$ cat src/rtl/lcd_pkg.sv
// Shared definitions for the LCD bus arbiter: state encoding, default timing
// parameters and ST7920 command bytes.
package lcd_pkg;

    typedef enum logic [2:0] {
        ST_IDLE      = 3'd0,
        ST_SETUP     = 3'd1,
        ST_PULSE     = 3'd2,
        ST_HOLD      = 3'd3,
        ST_WAIT_LONG = 3'd4
    } lcd_state_e;

    localparam int unsigned LCD_CLK_DIV_DEF    = 2500;
    localparam int unsigned LCD_CLEAR_WAIT_DEF = 32;

    localparam logic [7:0] LCD_CMD_CLEAR   = 8'h01;
    localparam logic [7:0] LCD_CMD_HOME    = 8'h02;
    localparam logic [7:0] LCD_CMD_BASIC   = 8'h30;
    localparam logic [7:0] LCD_CMD_EXT_GFX = 8'h36;

    // Clear and home need extra settling time inside the controller.
    function automatic logic is_long_cmd(input logic rs, input logic [7:0] dat);
        return !rs && ((dat == LCD_CMD_CLEAR) || (dat == LCD_CMD_HOME));
    endfunction

endpackage

$ cat src/rtl/lcd_phase_timer.sv
// Phase timer: wrapping counter with synchronous clear; done_c_o flags the
// last clk of each CLK_DIV-long phase.
module lcd_phase_timer #(
    parameter int unsigned CLK_DIV = 2500
) (
    input  logic clk,
    input  logic rst,
    input  logic clr_i,
    input  logic en_i,
    output logic done_c_o
);

    localparam int unsigned CNT_W = (CLK_DIV > 1) ? $clog2(CLK_DIV) : 1;
    localparam logic [CNT_W-1:0] CNT_LAST = CNT_W'(CLK_DIV - 1);

    logic [CNT_W-1:0] cnt_q, cnt_d;

    // Next count: clear wins, otherwise count and wrap at the terminal value.
    always_comb begin
        cnt_d = cnt_q;
        if (clr_i) begin
            cnt_d = '0;
        end else if (en_i) begin
            cnt_d = (cnt_q == CNT_LAST) ? '0 : cnt_q + CNT_W'(1);
        end
    end

    // Count register.
    always_ff @(posedge clk or negedge rst) begin
        if (!rst) cnt_q <= '0;
        else      cnt_q <= cnt_d;
    end

    assign done_c_o = en_i && !clr_i && (cnt_q == CNT_LAST);

endmodule

$ cat src/rtl/lcd_bus_arbiter.sv
// Two-requester round-robin arbiter with bus lock and rs/en/data write
// sequencer for an ST7920-class parallel LCD.
// Optional macro LCD_ARB_LONG_CMD_EN: clear/home commands wait a further
// CLEAR_WAIT phases before ack.
module lcd_bus_arbiter
    import lcd_pkg::*;
#(
    parameter int unsigned CLK_DIV = LCD_CLK_DIV_DEF
`ifdef LCD_ARB_LONG_CMD_EN
    ,
    parameter int unsigned CLEAR_WAIT = LCD_CLEAR_WAIT_DEF
`endif
) (
    input  logic       clk,
    input  logic       rst,
    input  logic       req0_i,
    input  logic       req1_i,
    input  logic       lock0_i,
    input  logic       lock1_i,
    input  logic       rs0_i,
    input  logic       rs1_i,
    input  logic [7:0] dat0_i,
    input  logic [7:0] dat1_i,
    output logic       gnt0_o,
    output logic       gnt1_o,
    output logic       ack0_o,
    output logic       ack1_o,
    output logic       lcd_rs_o,
    output logic       lcd_rw_o,
    output logic       lcd_en_o,
    output logic [7:0] lcd_data_o,
    output logic       busy_o
);

    lcd_state_e state_q, state_d;
    logic [1:0] gnt_q, gnt_d, ack_q, ack_d;
    logic       lcd_en_q, lcd_en_d, lcd_rs_q, lcd_rs_d, busy_q, busy_d;
    logic [7:0] lcd_data_q, lcd_data_d;
    logic       own_vld_q, own_vld_d, own_q, own_d;
    logic       last_q, last_d, srv_q, srv_d;
    logic       tmr_clr_c, tmr_done_c;
    logic       win_vld_c, win_id_c, sel_rs_c;
    logic [7:0] sel_dat_c;
    logic [1:0] req_c, lock_c;

`ifdef LCD_ARB_LONG_CMD_EN
    localparam int unsigned WAIT_W = (CLEAR_WAIT > 1) ? $clog2(CLEAR_WAIT) : 1;
    localparam logic [WAIT_W-1:0] WAIT_LAST = WAIT_W'(CLEAR_WAIT - 1);
    logic              long_q, long_d;
    logic [WAIT_W-1:0] wcnt_q, wcnt_d;
`endif

    assign req_c  = {req1_i, req0_i};
    assign lock_c = {lock1_i, lock0_i};

    lcd_phase_timer #(.CLK_DIV(CLK_DIV)) u_timer (
        .clk      (clk),
        .rst      (rst),
        .clr_i    (tmr_clr_c),
        .en_i     (state_q != ST_IDLE),
        .done_c_o (tmr_done_c)
    );

    // Winner selection: a live lock owner excludes the other side, else round robin.
    always_comb begin
        win_vld_c = 1'b0;
        win_id_c  = 1'b0;
        if (own_vld_q && lock_c[own_q]) begin
            win_vld_c = req_c[own_q];
            win_id_c  = own_q;
        end else if (&req_c) begin
            win_vld_c = 1'b1;
            win_id_c  = ~last_q;
        end else if (req_c[0]) begin
            win_vld_c = 1'b1;
        end else if (req_c[1]) begin
            win_vld_c = 1'b1;
            win_id_c  = 1'b1;
        end
        sel_rs_c  = win_id_c ? rs1_i : rs0_i;
        sel_dat_c = win_id_c ? dat1_i : dat0_i;
    end

    // State register.
    always_ff @(posedge clk or negedge rst) begin
        if (!rst) state_q <= ST_IDLE;
        else      state_q <= state_d;
    end

    // Next state; the ack cycle is spent in IDLE without arbitrating.
    always_comb begin
        state_d = state_q;
        unique case (state_q)
            ST_IDLE:  if (!(|ack_q) && win_vld_c) state_d = ST_SETUP;
            ST_SETUP: if (tmr_done_c) state_d = ST_PULSE;
            ST_PULSE: if (tmr_done_c) state_d = ST_HOLD;
            ST_HOLD: begin
                if (tmr_done_c) begin
`ifdef LCD_ARB_LONG_CMD_EN
                    state_d = long_q ? ST_WAIT_LONG : ST_IDLE;
`else
                    state_d = ST_IDLE;
`endif
                end
            end
            ST_WAIT_LONG: begin
`ifdef LCD_ARB_LONG_CMD_EN
                if (tmr_done_c && (wcnt_q == WAIT_LAST)) state_d = ST_IDLE;
`else
                state_d = ST_IDLE;
`endif
            end
            default: state_d = ST_IDLE;
        endcase
    end

    // Output and bookkeeping next values.
    always_comb begin
        gnt_d      = gnt_q;
        ack_d      = 2'b00;
        lcd_en_d   = lcd_en_q;
        lcd_rs_d   = lcd_rs_q;
        lcd_data_d = lcd_data_q;
        own_vld_d  = own_vld_q;
        own_d      = own_q;
        last_d     = last_q;
        srv_d      = srv_q;
        tmr_clr_c  = 1'b0;
`ifdef LCD_ARB_LONG_CMD_EN
        long_d     = long_q;
        wcnt_d     = wcnt_q;
`endif
        unique case (state_q)
            ST_IDLE: begin
                if (|ack_q) begin
                    gnt_d     = 2'b00;
                    own_vld_d = lock_c[srv_q];
                    own_d     = srv_q;
                end else begin
                    if (own_vld_q && !lock_c[own_q]) own_vld_d = 1'b0;
                    if (win_vld_c) begin
                        gnt_d[win_id_c] = 1'b1;
                        lcd_rs_d   = sel_rs_c;
                        lcd_data_d = sel_dat_c;
                        srv_d      = win_id_c;
                        last_d     = win_id_c;
                        tmr_clr_c  = 1'b1;
`ifdef LCD_ARB_LONG_CMD_EN
                        long_d     = is_long_cmd(sel_rs_c, sel_dat_c);
`endif
                    end
                end
            end
            ST_SETUP: if (tmr_done_c) lcd_en_d = 1'b1;
            ST_PULSE: if (tmr_done_c) lcd_en_d = 1'b0;
            ST_HOLD: begin
                if (tmr_done_c) begin
`ifdef LCD_ARB_LONG_CMD_EN
                    if (long_q) wcnt_d = '0;
                    else        ack_d[srv_q] = 1'b1;
`else
                    ack_d[srv_q] = 1'b1;
`endif
                end
            end
            ST_WAIT_LONG: begin
`ifdef LCD_ARB_LONG_CMD_EN
                if (tmr_done_c) begin
                    if (wcnt_q == WAIT_LAST) ack_d[srv_q] = 1'b1;
                    else                     wcnt_d = wcnt_q + WAIT_W'(1);
                end
`endif
            end
            default: ;
        endcase
        busy_d = (state_d != ST_IDLE);
    end

    // Output, lock and fairness registers.
    always_ff @(posedge clk or negedge rst) begin
        if (!rst) begin
            gnt_q      <= 2'b00;
            ack_q      <= 2'b00;
            lcd_en_q   <= 1'b0;
            lcd_rs_q   <= 1'b0;
            lcd_data_q <= 8'h00;
            busy_q     <= 1'b0;
            own_vld_q  <= 1'b0;
            own_q      <= 1'b0;
            last_q     <= 1'b1;
            srv_q      <= 1'b0;
        end else begin
            gnt_q      <= gnt_d;
            ack_q      <= ack_d;
            lcd_en_q   <= lcd_en_d;
            lcd_rs_q   <= lcd_rs_d;
            lcd_data_q <= lcd_data_d;
            busy_q     <= busy_d;
            own_vld_q  <= own_vld_d;
            own_q      <= own_d;
            last_q     <= last_d;
            srv_q      <= srv_d;
        end
    end

`ifdef LCD_ARB_LONG_CMD_EN
    // Long-command flag and wrap counter.
    always_ff @(posedge clk or negedge rst) begin
        if (!rst) begin
            long_q <= 1'b0;
            wcnt_q <= '0;
        end else begin
            long_q <= long_d;
            wcnt_q <= wcnt_d;
        end
    end
`endif

    assign gnt0_o     = gnt_q[0];
    assign gnt1_o     = gnt_q[1];
    assign ack0_o     = ack_q[0];
    assign ack1_o     = ack_q[1];
    assign lcd_rs_o   = lcd_rs_q;
    assign lcd_rw_o   = 1'b0;
    assign lcd_en_o   = lcd_en_q;
    assign lcd_data_o = lcd_data_q;
    assign busy_o     = busy_q;

endmodule

$ cat config.mk
export PLATFORM = sky130hd
export DESIGN_NAME = lcd_bus_arbiter
export DESIGN_NICKNAME = d
export VERILOG_FILES = /design/src/rtl/lcd_pkg.sv /design/src/rtl/lcd_phase_timer.sv /design/src/rtl/lcd_bus_arbiter.sv
export SDC_FILE = /design/constraint.sdc
export NUM_CORES = 1
export LEC_CHECK = 0
export CAP_MARGIN = 30
export CORE_ASPECT_RATIO = 1.1
export CORE_UTILIZATION = 55
export DETAILED_ROUTE_END_ITERATION = 10
export PLACE_DENSITY = 0.83
export SYNTH_ARGS = -nofsm -noshare
export SYNTH_HDL_FRONTEND = slang
export SYNTH_HIERARCHICAL = 1
export SYNTH_SLANG_ARGS = --single-unit
$ cat constraint.sdc
create_clock -name clk -period 3.5 [get_ports clk]
set_input_delay 0.35 -clock clk [delete_from_list [all_inputs] [get_ports clk]]
set_output_delay 0.35 -clock clk [all_outputs]
set_load 0.03 [all_outputs]
Word-level counts from Yosys, hierarchy flattened:

Index checks and enable logic that the tools add are counted.

* register bits: 34
* output and inout bits: 16
* input bits: 24
* word-level logic and storage cells: 90

* reductions and logical operators: 24
* bitwise gates (word level): 3
* add/subtract/negate cells: 1
* magnitude comparators: 5
* multiplexer cells: 39
* equal/unequal tests: 6

Operator list (count)
* two-way mux 12 bit: 3
* two-way mux 1 bit: 23
* adder 12 x 1 -> 12 bit (second input constant): 1
* equality test 12 bit (second input constant): 1
* two-way mux 3 bit: 4
* one-hot mux 3 bit (4 select lines): 1
* two-way mux 2 bit: 4
* two-way mux 8 bit: 1
* AND reduction 2 bit: 4
* nonzero test 2 bit: 4
* logical AND 1 bit: 7
* equality test 3 x 2 -> 1 bit (second input constant): 2
* less-than comparator 1 x 2 -> 1 bit (second input constant): 3
* AND reduction 3 bit: 2
* nonzero test 3 bit: 2
* inequality test 2 bit (second input constant): 2
* equality test 3 x 1 -> 1 bit (second input constant): 1
* logical NOT 1 bit: 3
* logical NOT 3 bit: 1
* demux 1 bit (select 1 bit): 2
* greater-or-equal comparator 1 bit (second input constant): 2
* inverter 1 bit: 2
* OR 2 bit: 1
* one-hot mux 1 bit (2 select lines): 1
* OR reduction 2 bit: 1

Longest topological paths before layout:

* depth in word-level cells: 13
* depth in mapped cells: 11
* mapped depth without buffers: 9

Cells and area by module:

The synthesis kept the hierarchy.

By module, submodules not included
* lcd_bus_arbiter: seq. area each 551.8 µm², times used 1, cells each 120, area each 1208.7 µm²
* lcd_phase_timer: seq. area each 300.3 µm², times used 1, cells each 76, area each 704.4 µm²

Least setup slack after synthesis:

No wires, ideal clock.

* path type: register -> register
* start point: register state_q[0]
* end point: register u_timer.cnt_q[0]
* setup time: 125 ps
* data required time: 3375 ps
* data arrival time: 2259 ps
* slack: 1117 ps
* path buffers: 3
* cell stages (with the launch flop): 11
* period minus slack after synthesis: 2383 ps
* path through: dfrtp_1 -> or3_1 -> buf_6 -> nor4_4 -> nand2_2 -> buf_6 -> inv_1 -> nand2b_1 -> a31oi_1 -> buf_2 -> mux2_2

* word-level cells in the longest chain between the ends: 3
* elaborated cells on any way between the ends: 5
* those cells by class: 2 x mux; 3 x reduce/logical

Ends and longest elaborated chain
* start, declared: line lcd_bus_arbiter.sv:35 `lcd_state_e state_q, state_d;`
* start signal, assigned: line lcd_bus_arbiter.sv:87 `else state_q <= state_d;`
* logical NOT 3 bit *: line lcd_bus_arbiter.sv:133 `unique case (state_q)`
* two-way mux 1 bit *: line lcd_bus_arbiter.sv:133
* net tmr_clr_c: line lcd_bus_arbiter.sv:41 `logic tmr_clr_c, tmr_done_c;`
* two-way mux 12 bit / nonzero test 2 bit (equally long branches)
* end signal, assigned: line lcd_phase_timer.sv:31 `else cnt_q <= cnt_d;`
* end, declared: line lcd_phase_timer.sv:16 `logic [CNT_W-1:0] cnt_q, cnt_d;`

Mark *: on every way through the listed nets, which the timed path passes. The rest lies on a longest branch.
A chain may end at the register's enable or synchronous reset.

Worst setup path after layout:

Ends and elaborated chain as after synthesis.

==> impl_metrics.yaml <==
synthesis:
  yosysSeqAreaShare: 0.445
  yosys-top-cells-count: "dfrtp_1 (33), inv_1 (14), o21ai_0 (14), nand2_1 (12)"
  synth_flop_cell: "dfrtp_1"
  synth_area_leaders: "dfrtp_1 (43%), mux2_1 (6.5%), o32ai_1 (4.1%), o21ai_0 (3.7%), nand3_1 (2.9%)"
  ys_types: 52
  synth.most_common_cell: "dfrtp_1"
  async_reset_ff_frac: 1.00
  netlist_instances: 196
  syn_area_per_cell_um2: 9.76
  synth_top_area_share: 0.432
  syn_area_mm2: 0.00191
  yosysWarnings: 6
  yosysTopAreaCell: "dfrtp_1"
  synth-seq-cells: 34
  synth_edf_count: 0
die:
  num_io_pins: 40
  die-width_um: 58.2
  die-area_mm2: 0.00372
  core-area_mm2: 0.00333
  initial_utilization: 0.574
  die_h_um: 63.9
  std_cell_rows: 22
setup_path:
  path_class: "register to register"
  slowest_delay_ns: 0.57
  end_kind: "register"
  crit_required_ns: 3.74
  rrSetupSlack_ns: 0.58
  crit_family: "simple AND/OR/NAND/NOR gates"
  crit_buf_inv: 2
  crit_fanout: 14
  critPathArrivalTime_ns: 3.15
  start_kind: "register"
  crit_slowest_cell: "or3_1"
  cp_cell_sequence: "or3_1, nor4_4, nand2_2, inv_1, nand2b_1, a31oi_1, buf_4, mux2_2"
route:
  drt_iter0_drc: 80
  drt-total-wl_um: 4270
  met3WireLength_um: 199
  dr_wl_met2_um: 2150
  vias: 1710
  highest_layer: "met4"
  routedLengthMet1_um: 1840
  drt.antenna.violating_nets: 0
  route.detailed.drc: 0
  drt-vias-per-instance: 6.02
  drt-wirelength-per-cell_um: 15.0
  dr.pass1.iters: 4
timing:
  fmax_mhz: 343
  setup_violations: 0
  skew_ns: 0.00712
  hold_viol_final: 0
  hold_ws_ns: 0.407
  drv_slew: 0
  fin_crit_sh: 0.833
  fin_crit_ns: 2.92
  slew_headroom: 0.426
  rsz0062_at_grt: "false"
  finalSetupTns_ns: 0
  tightest_slew_ns: 0.861
placement:
  globalplace.congestion: 0.914
  portBuffers: 38
  hpwl_um: 3100
  place_area_mm2: 0.00232
finish:
  register_area_um2: 852
  fin_nets: 261
  fin_util: 0.715
  antenna_cells: 0
  syn_to_final_growth_pct: 24.5
  multi_input_area_um2: 955
  layout-drive-gt1-share: 0.106
  fillers: 256
  fin_area_mm2: 0.00238
grt:
  grt_use_total: 0.261
  grt_pass1_wl_um: 7260
  grt_max_degree: 35
  grt.overflow.total: 0
  grt_pass1_vias: 1666
  antenna_found_initial: 0
status:
  status: "complete, no violations"
cts:
  htree_levels: 2
  clock_path_buffers: 2
  cts-root-buf: "clkbuf_4"
  cts_tree: "done"
  cts_buffers: 5
  cts_hold_buf: 0
  worstSkewPairLatency_ns: 0.34
  cts.sinks: 34
  clk_pin_slew_ns: 0.10
  cts-resized-gates: 0
  cts_setup_buffers: 0
pwr:
  power_density_mw_per_mm2: 481
  power.total_uw: 1150
  peakVddDrop_mv: 0.295
  leakagePower_uw: 0.00104
flow_run:
  maxCapViolCount: 0
worst_hold_path:
  hold_path_class: "primary input to async pin"
-- stage by stage --
stage	cells	setup WS (ns)
global placement	276	0.587
floorplan	197	1.12
global route	284	0.358
finish	284	0.583
detailed placement	276	0.416
CTS	284	0.608
-- cells in the final DEF (no fill, tap or decap), drive strengths merged, types with 3 or more instances in the layout --
master         instances
a31oi                  4
nor2                  11
a21oi                  5
o32ai                  9
nand4                  3
buf                    3
mux2i                  4
o21ai                 17
and2                   3
and3                   5
nand3                 12
dfrtp                 33
clkdlybuf4s50         38
clkbuf                 7
nand2                 13
nor3                   3
inv                   14
mux2                  13
or3                    3
-- cell families (layout without fill, tap and decap cells) --
family                   Yosys count  after routing  synth area share
AO/OA/AOI/OAI                     46             46             0.160
buffers and inverters             24             63            0.0576
adder cells (fa/ha/maj)            2              2            0.0131
multiplexers                      17             17            0.0974
other                              1              2           0.00196
AND/OR/NAND/NOR                   70             70             0.215
flip-flops                        34             34             0.445
XOR/XNOR                           2              2           0.00916
-- flip-flops by register name, indices dropped and copies added, names as in the netlist, 2 cells and up --
name,count
lcd_data_o,8
u_timer/cnt_q,12
ack_q,2
state_q,3
gnt_q,2
-- path summary, 6_finish.rpt --
check,from,endpoint,cells past startpoint
min in group clk,lcd_data_o[3],lcd_data_o[3],1
max,state_q[0],u_timer/cnt_q[0],8
max in group asynchronous,rst,last_q,2
max reg2reg,state_q[0],u_timer/cnt_q[0],8
min reg2reg,lcd_data_o[3],lcd_data_o[3],1
min,rst,lcd_en_o,2
-- layer usage --
layer  vias to the layer above  global-route usage
li1                        794                   -
met1                       846               0.309
met2                        62               0.441
met3                         8              0.0486
met4                         0               0.140
met5                         -                   0
-- final cells by class --
type | instances | share of cell area
Clock inverter | 1 | 0.00210
Inverter | 14 | 0.0221
Multi-Input combinational cell | 139 | 0.401
Timing Repair Buffer | 41 | 0.169
Sequential cell | 34 | 0.358
Tap cell | 48 | 0.0252
Clock buffer | 7 | 0.0231
-- worst reg2reg max path, stage by stage (launching register included) --
cell	delay (ns)
dfrtp_1	0.48
or3_1	0.57
nor4_4	0.36
nand2_2	0.28
inv_1	0.24
nand2b_1	0.24
a31oi_1	0.15
buf_4	0.23
mux2_2	0.25
-- power breakdown --
| part | switching, uW | total, uW | internal, uW |
|---|---|---|---|
| sequential | 67.9 | 535 | 467 |
| combinational | 204 | 383 | 179 |
| clock | 132 | 229 | 97.3 |
No activity file was read; power rests on OpenSTA's default activity.
